$ cat src/rtl/alarm_clock_core.sv
// rtl/alarm_clock_core.sv - time-of-day core with multiple alarms, snooze/dismiss and tone output
module alarm_clock_core #(
    parameter int CLK_HZ     = 50_000_000,
    parameter int NUM_ALARMS = 4,
    parameter int TONE_HZ    = 1000,
    parameter int SNOOZE_MIN = 5,
    parameter int RING_SEC   = 60,
    parameter int MODE_24H   = 1,
    localparam int SEL_W     = (NUM_ALARMS > 1) ? $clog2(NUM_ALARMS) : 1
) (
    input  logic                  clk_clk,
    input  logic                  reset_reset_n,
    input  logic [1:0]            set_mode,
    input  logic                  btn_sel,
    input  logic                  btn_inc,
    input  logic [SEL_W-1:0]      alarm_sel,
    input  logic [NUM_ALARMS-1:0] alarm_en,
    input  logic                  snooze,
    input  logic                  dismiss,
    output logic [41:0]           hex_out,
    output logic                  led_alarm,
    output logic [1:0]            led_status,
    output logic                  speaker
);

    localparam int PRE_W     = (CLK_HZ > 1) ? $clog2(CLK_HZ) : 1;
    localparam int HALF_RAW  = CLK_HZ / (2 * TONE_HZ);
    localparam int HALF      = (HALF_RAW < 1) ? 1 : HALF_RAW;
    localparam int TONE_W    = (HALF > 1) ? $clog2(HALF) : 1;
    localparam int SNZ_TICKS = SNOOZE_MIN * 60;
    localparam int SNZ_W     = $clog2(SNZ_TICKS + 1);
    localparam int RING_W    = $clog2(RING_SEC + 1);

    typedef enum logic [1:0] {
        ST_IDLE    = 2'b00,
        ST_RINGING = 2'b01,
        ST_SNOOZED = 2'b10
    } state_t;

    state_t state, state_next;

    logic set_time, set_alarm, run_mode;
    assign set_time  = (set_mode == 2'b01);
    assign set_alarm = (set_mode == 2'b10);
    assign run_mode  = ~set_time & ~set_alarm;

    // {dismiss, snooze, btn_inc, btn_sel}
    logic [3:0] in_cur, in_prev, in_rise;
    always_ff @(posedge clk_clk) begin
        if (!reset_reset_n) begin
            in_cur  <= '0;
            in_prev <= '0;
        end else begin
            in_cur  <= {dismiss, snooze, btn_inc, btn_sel};
            in_prev <= in_cur;
        end
    end
    assign in_rise = in_cur & ~in_prev;

    logic sel_rise, inc_rise, snz_rise, dis_rise;
    assign sel_rise = in_rise[0];
    assign inc_rise = in_rise[1];
    assign snz_rise = in_rise[2];
    assign dis_rise = in_rise[3];

    logic [PRE_W-1:0] presc;
    logic             tick;
    assign tick = ~set_time && (presc == PRE_W'(CLK_HZ - 1));

    always_ff @(posedge clk_clk) begin
        if (!reset_reset_n || set_time || tick) presc <= '0;
        else                                    presc <= presc + PRE_W'(1);
    end

    logic [4:0] hour;
    logic [5:0] min, sec;
    logic       field_min;
    logic       sec_wrap;
    logic [5:0] min_inc, tick_sec, tick_min;
    logic [4:0] hour_inc, tick_hour;

    assign sec_wrap  = (sec == 6'd59);
    assign min_inc   = (min == 6'd59) ? 6'd0 : min + 6'd1;
    assign hour_inc  = (hour == 5'd23) ? 5'd0 : hour + 5'd1;
    assign tick_sec  = sec_wrap ? 6'd0 : sec + 6'd1;
    assign tick_min  = sec_wrap ? min_inc : min;
    assign tick_hour = (sec_wrap && min == 6'd59) ? hour_inc : hour;

    always_ff @(posedge clk_clk) begin
        if (!reset_reset_n) begin
            hour <= '0;
            min  <= '0;
            sec  <= '0;
        end else if (set_time) begin
            sec <= '0;
            if (inc_rise) begin
                if (field_min) min  <= min_inc;
                else           hour <= hour_inc;
            end
        end else if (tick) begin
            sec  <= tick_sec;
            min  <= tick_min;
            hour <= tick_hour;
        end
    end

    always_ff @(posedge clk_clk) begin
        if (!reset_reset_n)  field_min <= 1'b0;
        else if (sel_rise)   field_min <= ~field_min;
    end

    logic [4:0] alarm_hour [NUM_ALARMS];
    logic [5:0] alarm_min  [NUM_ALARMS];

    always_ff @(posedge clk_clk) begin
        for (int k = 0; k < NUM_ALARMS; k++) begin
            if (!reset_reset_n) begin
                alarm_hour[k] <= '0;
                alarm_min[k]  <= '0;
            end else if (set_alarm && inc_rise && SEL_W'(k) == alarm_sel) begin
                if (field_min) alarm_min[k]  <= (alarm_min[k] == 6'd59) ? 6'd0 : alarm_min[k] + 6'd1;
                else           alarm_hour[k] <= (alarm_hour[k] == 5'd23) ? 5'd0 : alarm_hour[k] + 5'd1;
            end
        end
    end

    logic [4:0] sel_hour;
    logic [5:0] sel_min;
    logic       any_match, match;

    always_comb begin
        sel_hour  = '0;
        sel_min   = '0;
        any_match = 1'b0;
        for (int k = 0; k < NUM_ALARMS; k++) begin
            if (SEL_W'(k) == alarm_sel) begin
                sel_hour = alarm_hour[k];
                sel_min  = alarm_min[k];
            end
            // compare against the time this tick is about to produce
            if (alarm_en[k] && alarm_hour[k] == tick_hour && alarm_min[k] == tick_min)
                any_match = 1'b1;
        end
    end
    assign match = run_mode & tick & sec_wrap & any_match;

    logic [RING_W-1:0] ring_cnt, ring_next;
    logic [SNZ_W-1:0]  snz_cnt, snz_next;

    always_ff @(posedge clk_clk) begin
        if (!reset_reset_n) begin
            state    <= ST_IDLE;
            ring_cnt <= '0;
            snz_cnt  <= '0;
        end else begin
            state    <= state_next;
            ring_cnt <= ring_next;
            snz_cnt  <= snz_next;
        end
    end

    always_comb begin
        state_next = state;
        ring_next  = ring_cnt;
        snz_next   = snz_cnt;
        if (!run_mode) begin
            state_next = ST_IDLE;
        end else begin
            case (state)
                ST_IDLE: begin
                    if (match) begin
                        state_next = ST_RINGING;
                        ring_next  = RING_W'(RING_SEC);
                    end
                end
                ST_RINGING: begin
                    if (dis_rise) begin
                        state_next = ST_IDLE;
                    end else if (snz_rise) begin
                        state_next = ST_SNOOZED;
                        snz_next   = SNZ_W'(SNZ_TICKS);
                    end else if (tick) begin
                        ring_next = ring_cnt - RING_W'(1);
                        if (ring_cnt == RING_W'(1)) state_next = ST_IDLE;
                    end
                end
                ST_SNOOZED: begin
                    if (dis_rise) begin
                        state_next = ST_IDLE;
                    end else if (tick) begin
                        snz_next = snz_cnt - SNZ_W'(1);
                        if (snz_cnt == SNZ_W'(1)) begin
                            state_next = ST_RINGING;
                            ring_next  = RING_W'(RING_SEC);
                        end
                    end
                end
                default: state_next = ST_IDLE;
            endcase
        end
    end

    // tone follows the next state so it stops on the same edge the ring ends
    logic [TONE_W-1:0] tone_cnt;
    always_ff @(posedge clk_clk) begin
        if (!reset_reset_n) begin
            tone_cnt  <= '0;
            speaker   <= 1'b0;
            led_alarm <= 1'b0;
        end else begin
            led_alarm <= (state_next == ST_RINGING);
            if (state_next == ST_RINGING) begin
                if (tone_cnt == TONE_W'(HALF - 1)) begin
                    tone_cnt <= '0;
                    speaker  <= ~speaker;
                end else begin
                    tone_cnt <= tone_cnt + TONE_W'(1);
                end
            end else begin
                tone_cnt <= '0;
                speaker  <= 1'b0;
            end
        end
    end
    assign led_status = state;

    function automatic logic [7:0] to_bcd(input logic [5:0] v);
        logic [3:0] t;
        logic [5:0] r;
        t = '0;
        r = v;
        for (int i = 0; i < 5; i++) begin
            if (r >= 6'd10) begin
                r = r - 6'd10;
                t = t + 4'd1;
            end
        end
        return {t, r[3:0]};
    endfunction

    function automatic logic [6:0] seg7(input logic [3:0] d);
        case (d)
            4'd0:    return 7'h40;
            4'd1:    return 7'h79;
            4'd2:    return 7'h24;
            4'd3:    return 7'h30;
            4'd4:    return 7'h19;
            4'd5:    return 7'h12;
            4'd6:    return 7'h02;
            4'd7:    return 7'h78;
            4'd8:    return 7'h00;
            4'd9:    return 7'h10;
            default: return 7'h7F;
        endcase
    endfunction

    logic [4:0]  src_hour, disp_hour;
    logic [5:0]  src_min;
    logic [7:0]  bcd_h, bcd_m, bcd_s;
    logic [41:0] hex_next;

    always_comb begin
        src_hour = set_alarm ? sel_hour : hour;
        src_min  = set_alarm ? sel_min  : min;
        disp_hour = src_hour;
        if (MODE_24H == 0) begin
            if (src_hour == 5'd0)       disp_hour = 5'd12;
            else if (src_hour > 5'd12)  disp_hour = src_hour - 5'd12;
        end
        bcd_h = to_bcd({1'b0, disp_hour});
        bcd_m = to_bcd(src_min);
        bcd_s = to_bcd(sec);
        hex_next = {seg7(bcd_h[7:4]), seg7(bcd_h[3:0]),
                    seg7(bcd_m[7:4]), seg7(bcd_m[3:0]),
                    set_alarm ? 7'h7F : seg7(bcd_s[7:4]),
                    set_alarm ? 7'h7F : seg7(bcd_s[3:0])};
    end

    always_ff @(posedge clk_clk) begin
        if (!reset_reset_n) hex_out <= {6{7'h40}};
        else                hex_out <= hex_next;
    end

endmodule
$ cat config.mk
export PLATFORM = sky130hd
export DESIGN_NAME = alarm_clock_core
export DESIGN_NICKNAME = d
export VERILOG_FILES = /design/src/rtl/alarm_clock_core.sv
export SDC_FILE = /design/constraint.sdc
export NUM_CORES = 1
export LEC_CHECK = 0
export ABC_AREA = 1
export BUFFER_PORTS_ARGS = -buffer_cell sky130_fd_sc_hd__buf_2
export CORE_MARGIN = 5
export CORE_UTILIZATION = 54
export DETAILED_ROUTE_END_ITERATION = 12
export PLACE_DENSITY = 0.72
export REMOVE_ABC_BUFFERS = 1
export SLEW_MARGIN = 5
export SYNTH_ARGS = -nofsm -noshare
export SYNTH_HDL_FRONTEND = slang
export SYNTH_SLANG_ARGS = --single-unit
$ cat constraint.sdc
create_clock -name clk_clk -period 8.6 [get_ports clk_clk]
set_input_delay 1.29 -clock clk_clk [delete_from_list [all_inputs] [get_ports clk_clk]]
set_output_delay 1.29 -clock clk_clk [all_outputs]
set_load 0.02 [all_outputs]
==> results_dict.tcl, run 1 <==
set metrics [dict create \
    drt_wl_total_um 28330 \
    worstHoldStart "in_cur[2]$_SDFF_PN0_" \
    grt_remaining_overflow 0 \
    fin_tns_setup_ps 0 \
    max_freq_mhz 156.4 \
    hold_depth 2 \
    grt_use_total_pct 21.46 \
    power_frac_seq_pct 25.7 \
    synth-seq-cells 172 \
    nNetsFinal 1957 \
    clock_skew_ps 10.42 \
    final_cell_mix "nand2_1 (394), inv_1 (272), nor2_1 (219)" \
    p_leak_nw 6.574 \
    cts_root_buf "clkbuf_16" \
    htreeDepth 4 \
    layout_commonest_cell "nand2_1" \
    yosys_warnings 0 \
    finalCriticalPeriod_ps 6392 \
    crit_path_start_kind "input pin" \
    cts_setup_buffers 0 \
    switching_share_pct 46.04 \
    setup_violations 0 \
    path_clk_slew_ps 70 \
    num_vias 11447 \
    drive_above_1_share_pct 12.42 \
    synth_edf_count 44 \
    ys_seq_area_share_pct 30.89 \
    antenna-diode-count 0 \
    rr_startpoint "sec[2]$_SDFFE_PP0P_" \
    netlist_instances 1812 \
    synth_cell_types 63 \
    maxCapViolations 0 \
    port-buffer-count 59 \
    irDropWorstVdd_mv 0.2218 \
    clk_latency_ps 440 \
    rrSetupSlack_ps 3110 \
    clockBufferDepth 2 \
    antenna_found_initial 0 \
    dr.pass1.iters 6 \
    grt_max_degree 47 \
    synth.area.top_cells "dfxtp_1 (20%), nand2_1 (12%), edfxtp_1 (11%), inv_1 (8.1%), ha_1 (7.2%)" \
    holdBufCountCts 0 \
    wl_met3_um 1709 \
    rsz0062_at_grt "false" \
    routed.top_layer "met4" \
    io_pins 60 \
    cts_resized 0 \
    finalCritPeriodShare_pct 74.33 \
    reg2reg_to "hex_out[10]$_SDFF_PN0_" \
    area_growth_pct 9.345 \
    hp-class "reg -> reg" \
    synth_top_area_cell "dfxtp_1" \
    cp.arrival_ps 6690 \
    internal_power_mw 1.963 \
    grt_pass1_vias 10501 \
    row_count 55 \
    grt_pass1_wl_um 48150 \
    p_switching_mw 1.675 \
    cts.sinks 172 \
    cts-buffers-inserted 17 \
    required_ps 8900 \
    hold_end "in_prev[2]$_SDFF_PN0_" \
    final_max_slew_viol_count 0 \
    wire_per_inst_um 12.89 \
    m1WireLength_um 13280 \
    core_area_um2 22780 \
    synthArstFlopShare_pct 0 \
    ff2ff_path_depth 36 \
    finalHoldViolations 0 \
    crit_path_max_incr_delay_ps 400 \
    wl_met2_um 12880 \
    vias_per_cell 5.210 \
    gp_congestion 0.9230 \
    yosysTopAreaCellShare_pct 20.38 \
    worst-path-max-fanout 21 \
    die_w_um 162.6 \
    crit_family "simple AND/OR/NAND/NOR gates" \
    die_h_um 162.6 \
    postRouteAntennaNets 0 \
    synth_area_um2 12570 \
    end_kind "register" \
    syn_area_per_cell_um2 6.938 \
    relSlewSlack_pct 32.02 \
    drc 0 \
    worst-path-buf-inv 9 \
    crit_type "in -> reg" \
    dpl.cell_count 2165 \
    drt_iter0_drc 891 \
    cp_common_cell "nand2_1" \
    cts_tree "built" \
    outcome "complete, no violations" \
    instances_no_fill 2197 \
    yosys_most_used_dff "dfxtp_1" \
    initial_utilization_pct 55.19 \
    p_per_area_nw_per_um2 264.7 \
    pwr-share-comb_pct 53.1 \
    worst_path_max_delay_cell "inv_1" \
    hpwlAfterDp_um 21320 \
    dieArea_um2 26430 \
    tightestPinTransition_ps 1015 \
    p_clk_share_pct 21.1 \
]
==> area by class of cell <==
class | instances | area [um^2]
clock inverters | 14 | 140.1
well taps | 313 | 391.6
repair buffers | 62 | 317.8
multi-input cells | 1321 | 7460
clock buffers | 18 | 439.2
inverters | 297 | 1115
fillers | 2151 | 9031
flip-flops and latches | 172 | 3884
==> layer usage <==
metal,up-vias,track usage (%)
met3,46,3.467
li1,5986,-
met2,289,36.13
met5,-,0
met1,5126,28.81
met4,0,5.681
==> power groups by stage <==
stage	registers [mW]	logic (mW)	clock network (mW)
2_1_floorplan	1.02	1.49	0
3_3_place_gp	0.956	1.87	0
3_5_place_dp	0.955	1.91	0
4_1_cts	0.937	1.94	0.783
5_1_grt	0.943	2.23	0.823
6_report	0.936	1.93	0.769
==> cell families after synthesis <==
group           Yosys count  synth area share (%)
simple gates            935                 35.05
flops                   172                 30.89
buf+inv                 319                 9.773
xor+xnor                 77                 5.872
compound gates          237                 11.25
fa+ha+maj                72                 7.166
==> flip-flops by register name (all words and copies together) (netlist names), 2 cells and up <==
signal and cells:
led_status 2, ring_cnt 6, hour 5, alarm_min 24, in_prev 4, min 6
snz_cnt 9, in_cur 4, hex_out 42, sec 6, alarm_hour 20, tone_cnt 15
presc 26
==> worst reg2reg max path: cells and delay by family, from the launching register on <==
| kind | cells | cell delay [ps] |
|---|---|---|
| AND/OR/NAND/NOR | 17 | 1770 |
| adder cells (fa/ha/maj) | 6 | 1370 |
| buffers and inverters | 9 | 900 |
| AO/OA/AOI/OAI | 3 | 670 |
| flip-flops | 1 | 400 |
| XOR/XNOR | 1 | 210 |
==> per-stage QoR <==
step / setup WS, ps / util [%] / area [um^2] / hold WS, ps / power, mW
final: 2208 / 60.35 / 13750 / 426.1 / 3.638
after global routing: 1585 / 60.35 / 13750 / 449.2 / 3.994
after CTS: 2221 / 60.35 / 13750 / 429.1 / 3.659
after detailed placement: 1770 / 57.81 / 13170 / 418.5 / 2.868
after global placement: 2020 / 57.81 / 13170 / 410.5 / 2.825
after floorplan: 2350 / - / 12460 / 407.1 / 2.510
==> cell usage after synthesis (4+ instances only) <==
cell and n:
a211oi_1 5, a21oi_1 83, a31oi_1 12, buf_2 4, clkbuf_1 14, dfxtp_1 128, edfxtp_1 44, ha_1 72
inv_1 272, inv_2 22, nand2_1 394, nand2_2 39, nand2_4 17, nand3_1 119, nand3_2 10, nand3_4 5
nand3b_1 14, nand4_1 39, nor2_1 219, nor2_4 5, nor3_1 30, nor3b_1 9, nor4_1 10, o211ai_1 6
o21ai_0 62, o21ai_1 25, o21ai_2 8, o22ai_1 5, o31ai_1 4, or2_2 12, xnor2_1 18, xor2_1 52
xor2_2 5
==> worst max path at each step <==
stage	start	to	slack (ps)	cells past startpoint
5_1_grt	set_mode[0]	hex_out[38]$_SDFF_PN0_	1580	39
3_5_place_dp	set_mode[0]	hex_out[38]$_SDFF_PN0_	1770	38
2_1_floorplan	set_mode[0]	hex_out[38]$_SDFF_PN0_	2350	37
6_report	set_mode[0]	hex_out[38]$_SDFF_PN0_	2210	38
4_1_cts	set_mode[0]	hex_out[38]$_SDFF_PN0_	2220	38
3_3_place_gp	set_mode[0]	hex_out[38]$_SDFF_PN0_	2020	38
Note: power is estimated with default switching activity, not from simulation.
==> run 2, diff against run 1 <==
==> constraint.sdc (replaced) <==
create_clock -name clk_clk -period 5.9 [get_ports clk_clk]
set_input_delay 0.885 -clock clk_clk [delete_from_list [all_inputs] [get_ports clk_clk]]
set_output_delay 0.885 -clock clk_clk [all_outputs]
set_load 0.02 [all_outputs]
==> run 2 against run 1 <==
- clock power increased by 48%
- critical path type unchanged
- flip-flop and latch count unchanged
- routed wire length decreased by 0.91%
- largest cell class unchanged
- via count increased by 0.80%
- sequential share of layout area decreased by 0.42 points
- worst setup slack got worse by 1700 ps
- first-iteration DRC count decreased by 5.2%
- hold slack improved by 6.0 ps
- total power increased by 47%
- final cell count increased by 0.91%
- utilization increased by 0.91 points
==> results_dict.tcl, run 2 (same netlist as run 1, synthesis figures left out) <==
set metrics [dict create \
    hpwlAfterDp_um 21400 \
    clockBufferDepth 2 \
    grt_pass1_vias 10768 \
    crit_path_max_incr_delay_ps 320 \
    drive_above_1_share_pct 13.60 \
    row_count 55 \
    port-buffer-count 59 \
    worst_path_max_delay_cell "ha_1" \
    num_vias 11539 \
    dieArea_um2 26430 \
    drt_iter0_drc 845 \
    tightestPinTransition_ps 901.0 \
    finalHoldViolations 0 \
    worstHoldStart "in_cur[0]$_SDFF_PN0_" \
    core_area_um2 22780 \
    crit_start "set_mode[0]" \
    htreeDepth 4 \
    finalCriticalPeriod_ps 5378 \
    postRouteAntennaNets 0 \
    irDropWorstVdd_mv 0.3637 \
    maxCapViolations 0 \
    largest_reg_flops 42 \
    wire_per_inst_um 12.66 \
    setup_violations 0 \
    top_register "hex_out" \
    finalCritPeriodShare_pct 91.15 \
    crit_family "simple AND/OR/NAND/NOR gates" \
    holdBufCountCts 0 \
    final_max_slew_viol_count 0 \
    clock_skew_ps 14.51 \
    cts_setup_buffers 0 \
    num-fill-cells 2123 \
    dpl.cell_count 2185 \
    path_clk_slew_ps 70 \
    io_pins 60 \
    rr_startpoint "sec[2]$_SDFFE_PP0P_" \
    grt_remaining_overflow 0 \
    instances_no_fill 2217 \
    required_ps 6260 \
    layout_commonest_cell "nand2_1" \
    top_regs "hex_out: 42 flops, presc: 26 flops, alarm_min: 24 flops" \
    drt_wl_total_um 28070 \
    crit_type "in -> reg" \
    nNetsFinal 1977 \
    antenna-diode-count 0 \
    p_per_area_nw_per_um2 383.7 \
    cts_root_buf "clkbuf_16" \
    antenna_found_initial 0 \
    end_kind "register" \
    cp.arrival_ps 5740 \
    area_growth_pct 10.99 \
    grt_pass1_wl_um 47980 \
    cts-buffers-inserted 17 \
    max_freq_mhz 185.9 \
    crit_path_start_kind "input pin" \
    clk_latency_ps 440 \
    outcome "complete, no violations" \
    rrSetupSlack_ps 600 \
    cts_tree "built" \
    drc 0 \
    die_h_um 162.6 \
    worst-path-buf-inv 9 \
    dr.pass1.iters 5 \
    worst-path-max-fanout 20 \
    p_leak_nw 6.683 \
    initial_utilization_pct 55.19 \
    hp-class "reg -> reg" \
    die_w_um 162.6 \
    grt_max_degree 47 \
    grt_use_total_pct 21.40 \
    vias_per_cell 5.205 \
    cp_common_cell "nand2_1" \
    gp_congestion 0.9124 \
    final_cell_mix "nand2_1 (393), inv_1 (272), nor2_1 (219)" \
    relSlewSlack_pct 39.14 \
    fin_ws_ps 522.1 \
    cts.sinks 172 \
    dp_slack_ps -12.10 \
]
run 2: metrics by stage:
step / area [um^2] / setup TNS, ps / utilization (%) / power (mW) / hold WS (ps)
floorplan: 12460 / 0 / - / 3.658 / 407.1
global placement: 13330 / 0 / 58.52 / 4.174 / 410.4
detailed placement: 13330 / -12.10 / 58.52 / 4.218 / 423.5
CTS: 13930 / 0 / 61.15 / 5.385 / 433.6
global route: 13950 / -1.278 / 61.26 / 5.918 / 449.8
finish: 13950 / 0 / 61.26 / 5.354 / 432.0
run 2: final cells by class:
cell class	instances	area, um^2	share of cell area (%)
Multi-Input combinational cell	1321	7482	53.62
Sequential cell	172	3884	27.83
Inverter	297	1115	7.990
Timing Repair Buffer	82	483.0	3.461
Clock buffer	18	450.4	3.228
Tap cell	313	391.6	2.807
Clock inverter	14	147.6	1.058
run 2: worst paths after layout:
check                            to  cells past startpoint
max          hex_out[38]$_SDFF_PN0_                     41
min           in_prev[0]$_SDFF_PN0_                      2
max reg2reg  hex_out[10]$_SDFF_PN0_                     35
min reg2reg   in_prev[0]$_SDFF_PN0_                      2
run 2: metal layers:
layer / GRT usage, % / share of wire, % / up-vias
li1: - / - / 6016
met1: 27.85 / 46 / 5192
met2: 36.34 / 46 / 291
met3: 3.898 / 6.3 / 40
met4: 6.481 / 1.9 / 0
met5: 0 / 0 / -
run 2: worst min-delay path, delay by kind of cell (launching register included):
kind	cells	cell delay, ps
buffers and inverters	1	30
flip-flops	1	310
AND/OR/NAND/NOR	1	50
run 2: repair_timing:
item / in CTS / in global routing
gates resized for setup: 0 / 7
endpoints found under the hold margin: 0 / 0
setup endpoints to repair: 0 / 6
run 2: power by group:
group	total (mW)	switching (mW)	internal, mW
sequential	1.37	0.0391	1.33
clock	1.14	0.554	0.589
combinational	2.85	1.84	1.00
total	5.35	2.44	2.92
==> run 3, diff against run 2 <==
--- a/config.mk
+++ b/config.mk
@@ -7,8 +7,9 @@
 export LEC_CHECK = 0
 export ABC_AREA = 1
 export BUFFER_PORTS_ARGS = -buffer_cell sky130_fd_sc_hd__buf_2
-export CORE_MARGIN = 5
+export CORE_MARGIN = 3
 export CORE_UTILIZATION = 54
+export CTS_CLUSTER_DIAMETER = 100
 export DETAILED_ROUTE_END_ITERATION = 12
 export PLACE_DENSITY = 0.72
 export REMOVE_ABC_BUFFERS = 1
==> run 3 against run 2 <==
- routed wire length grew 0.53%
- clock-buffer cell count shrank 1
- register-to-register slack lost 30 ps
- combinational power is essentially flat
- flip-flop and latch count is the same
- critical path type unchanged
- non-clock buffer count grew 3
- via count grew 0.76%
- first-iteration DRC count grew 7.8%
- utilization grew 0.11 points
- cell area grew 0.18%
- highest routed layer unchanged
==> results_dict.tcl, run 3 (same netlist as run 1, synthesis figures left out) <==
set metrics [dict create \
    area_growth_pct 11.19 \
    crit_path_start_kind "input pin" \
    maxCapViolations 0 \
    initial_utilization_pct 55.19 \
    core_area_um2 22780 \
    vias_per_cell 5.237 \
    worst_path_max_delay_cell "ha_1" \
    antenna_found_initial 0 \
    crit_type "in -> reg" \
    cp.arrival_ps 5700 \
    crit_family "simple AND/OR/NAND/NOR gates" \
    irDropWorstVdd_mv 0.3398 \
    final_cell_mix "nand2_1 (393), inv_1 (272), nor2_1 (216)" \
    setup_violations 0 \
    port-buffer-count 59 \
    outcome "complete, no violations" \
    num-fill-cells 2050 \
    drt_iter0_drc 911 \
    layout_commonest_cell "nand2_1" \
    fin_area_um2 13980 \
    finalCriticalPeriod_ps 5402 \
    crit_path_max_incr_delay_ps 330 \
    cp_common_cell "nand2_1" \
    cts_root_buf "clkbuf_16" \
    grt_use_total_pct 22.99 \
    grt_pass1_wl_um 48270 \
    p_leak_nw 6.690 \
    max_freq_mhz 185.1 \
    io_pins 60 \
    utilization_pct 61.37 \
    hp-class "reg -> reg" \
    clock_skew_ps 15.76 \
    end_kind "register" \
    grt_max_degree 47 \
    grt_remaining_overflow 0 \
    path_clk_slew_ps 80 \
    finalHoldViolations 0 \
    grt_pass1_vias 10697 \
    placed_area_um2 13330 \
    htreeDepth 4 \
    largest_reg_flops 42 \
    dieArea_um2 25150 \
    p_per_area_nw_per_um2 380.8 \
    required_ps 6200 \
    multiInputGateArea_um2 7506 \
    tightestPinTransition_ps 917.8 \
    die_h_um 158.6 \
    nNetsFinal 1980 \
    regArea_um2 3884 \
    dr.pass1.iters 5 \
    relSlewSlack_pct 38.01 \
    drive_above_1_share_pct 13.79 \
    final_max_slew_viol_count 0 \
    clk_latency_ps 450 \
    cts.sinks 172 \
    antenna-diode-count 0 \
    rsz0062_at_grt "false" \
    hpwlAfterDp_um 21190 \
    gp_congestion 0.9217 \
    worst-path-max-fanout 11 \
    drt_wl_total_um 28220 \
    finalCritPeriodShare_pct 91.55 \
    drc 0 \
    clockBufferDepth 2 \
    top_register "hex_out" \
    top_regs "hex_out: 42 flops, presc: 26 flops, alarm_min: 24 flops" \
    num_vias 11627 \
    row_count 55 \
    wire_per_inst_um 12.71 \
    postRouteAntennaNets 0 \
    cts_tree "built" \
    worst-path-buf-inv 7 \
    cts-buffers-inserted 17 \
    die_w_um 158.6 \
    fin_tns_setup_ps 0 \
]
[run 3: metrics by stage]
| step | setup slack (ps) | instances | power (mW) | hold WS (ps) |
|---|---|---|---|---|
| floorplan | 54.97 | 1790 | 3.658 | 407.1 |
| global placement | 143.6 | 2185 | 4.169 | 409.7 |
| detailed placement | -44.09 | 2185 | 4.228 | 415.1 |
| CTS | 353.8 | 2217 | 5.345 | 428.1 |
| global route | 14.30 | 2220 | 5.891 | 454.5 |
| finish | 498.3 | 2220 | 5.323 | 427.8 |
[run 3: final timing paths]
check,start,end,slack (ps),cells after the start
hold / removal,in_cur[0]$_SDFF_PN0_,in_prev[0]$_SDFF_PN0_,430,2
setup / recovery,alarm_sel[1],hex_out[38]$_SDFF_PN0_,500,37
hold reg to reg,in_cur[0]$_SDFF_PN0_,in_prev[0]$_SDFF_PN0_,430,2
setup reg to reg,sec[2]$_SDFFE_PP0P_,hex_out[12]$_SDFF_PN0_,570,35
[run 3: routing by layer]
layer / share of wire (%) / global-route usage, % / wire [um] / vias up
met1: 46 / 30.51 / 12860 / 5257
li1: - / - / - / 6025
met3: 5.6 / 3.479 / 1574 / 44
met5: 0 / 0 / 0 / -
met4: 1.7 / 6.719 / 480 / 0
met2: 47 / 38.89 / 13300 / 301
[run 3: area by class of cell]
| type | instances | area share (%) |
|---|---|---|
| timing repair buffer | 85 | 3.616 |
| clock buffer | 17 | 3.043 |
| multi-input combinational | 1321 | 53.70 |
| sequential | 172 | 27.78 |
| tap | 313 | 2.802 |
| inverter | 297 | 7.975 |
| clock inverter | 15 | 1.083 |
[run 3: worst min-delay path, stage by stage, from the launching register on]
cell and delay (ps):
dfxtp_1 310, nand2_1 50, inv_1 30
[run 3: report_power, final]
| group | switching [mW] | leakage, nW | internal, mW |
|---|---|---|---|
| clock | 0.541 | 0.282 | 0.562 |
| combinational | 1.84 | 4.91 | 1.01 |
| sequential | 0.0379 | 1.50 | 1.33 |
[run 3: timing repair]
| item | CTS | global route |
|---|---|---|
| hold buffers | 0 | 0 |
| resized for setup | 0 | 12 |
| hold endpoints to repair | 0 | 0 |
| setup buffers | 0 | 3 |
| setup endpoints to repair | 0 | 15 |
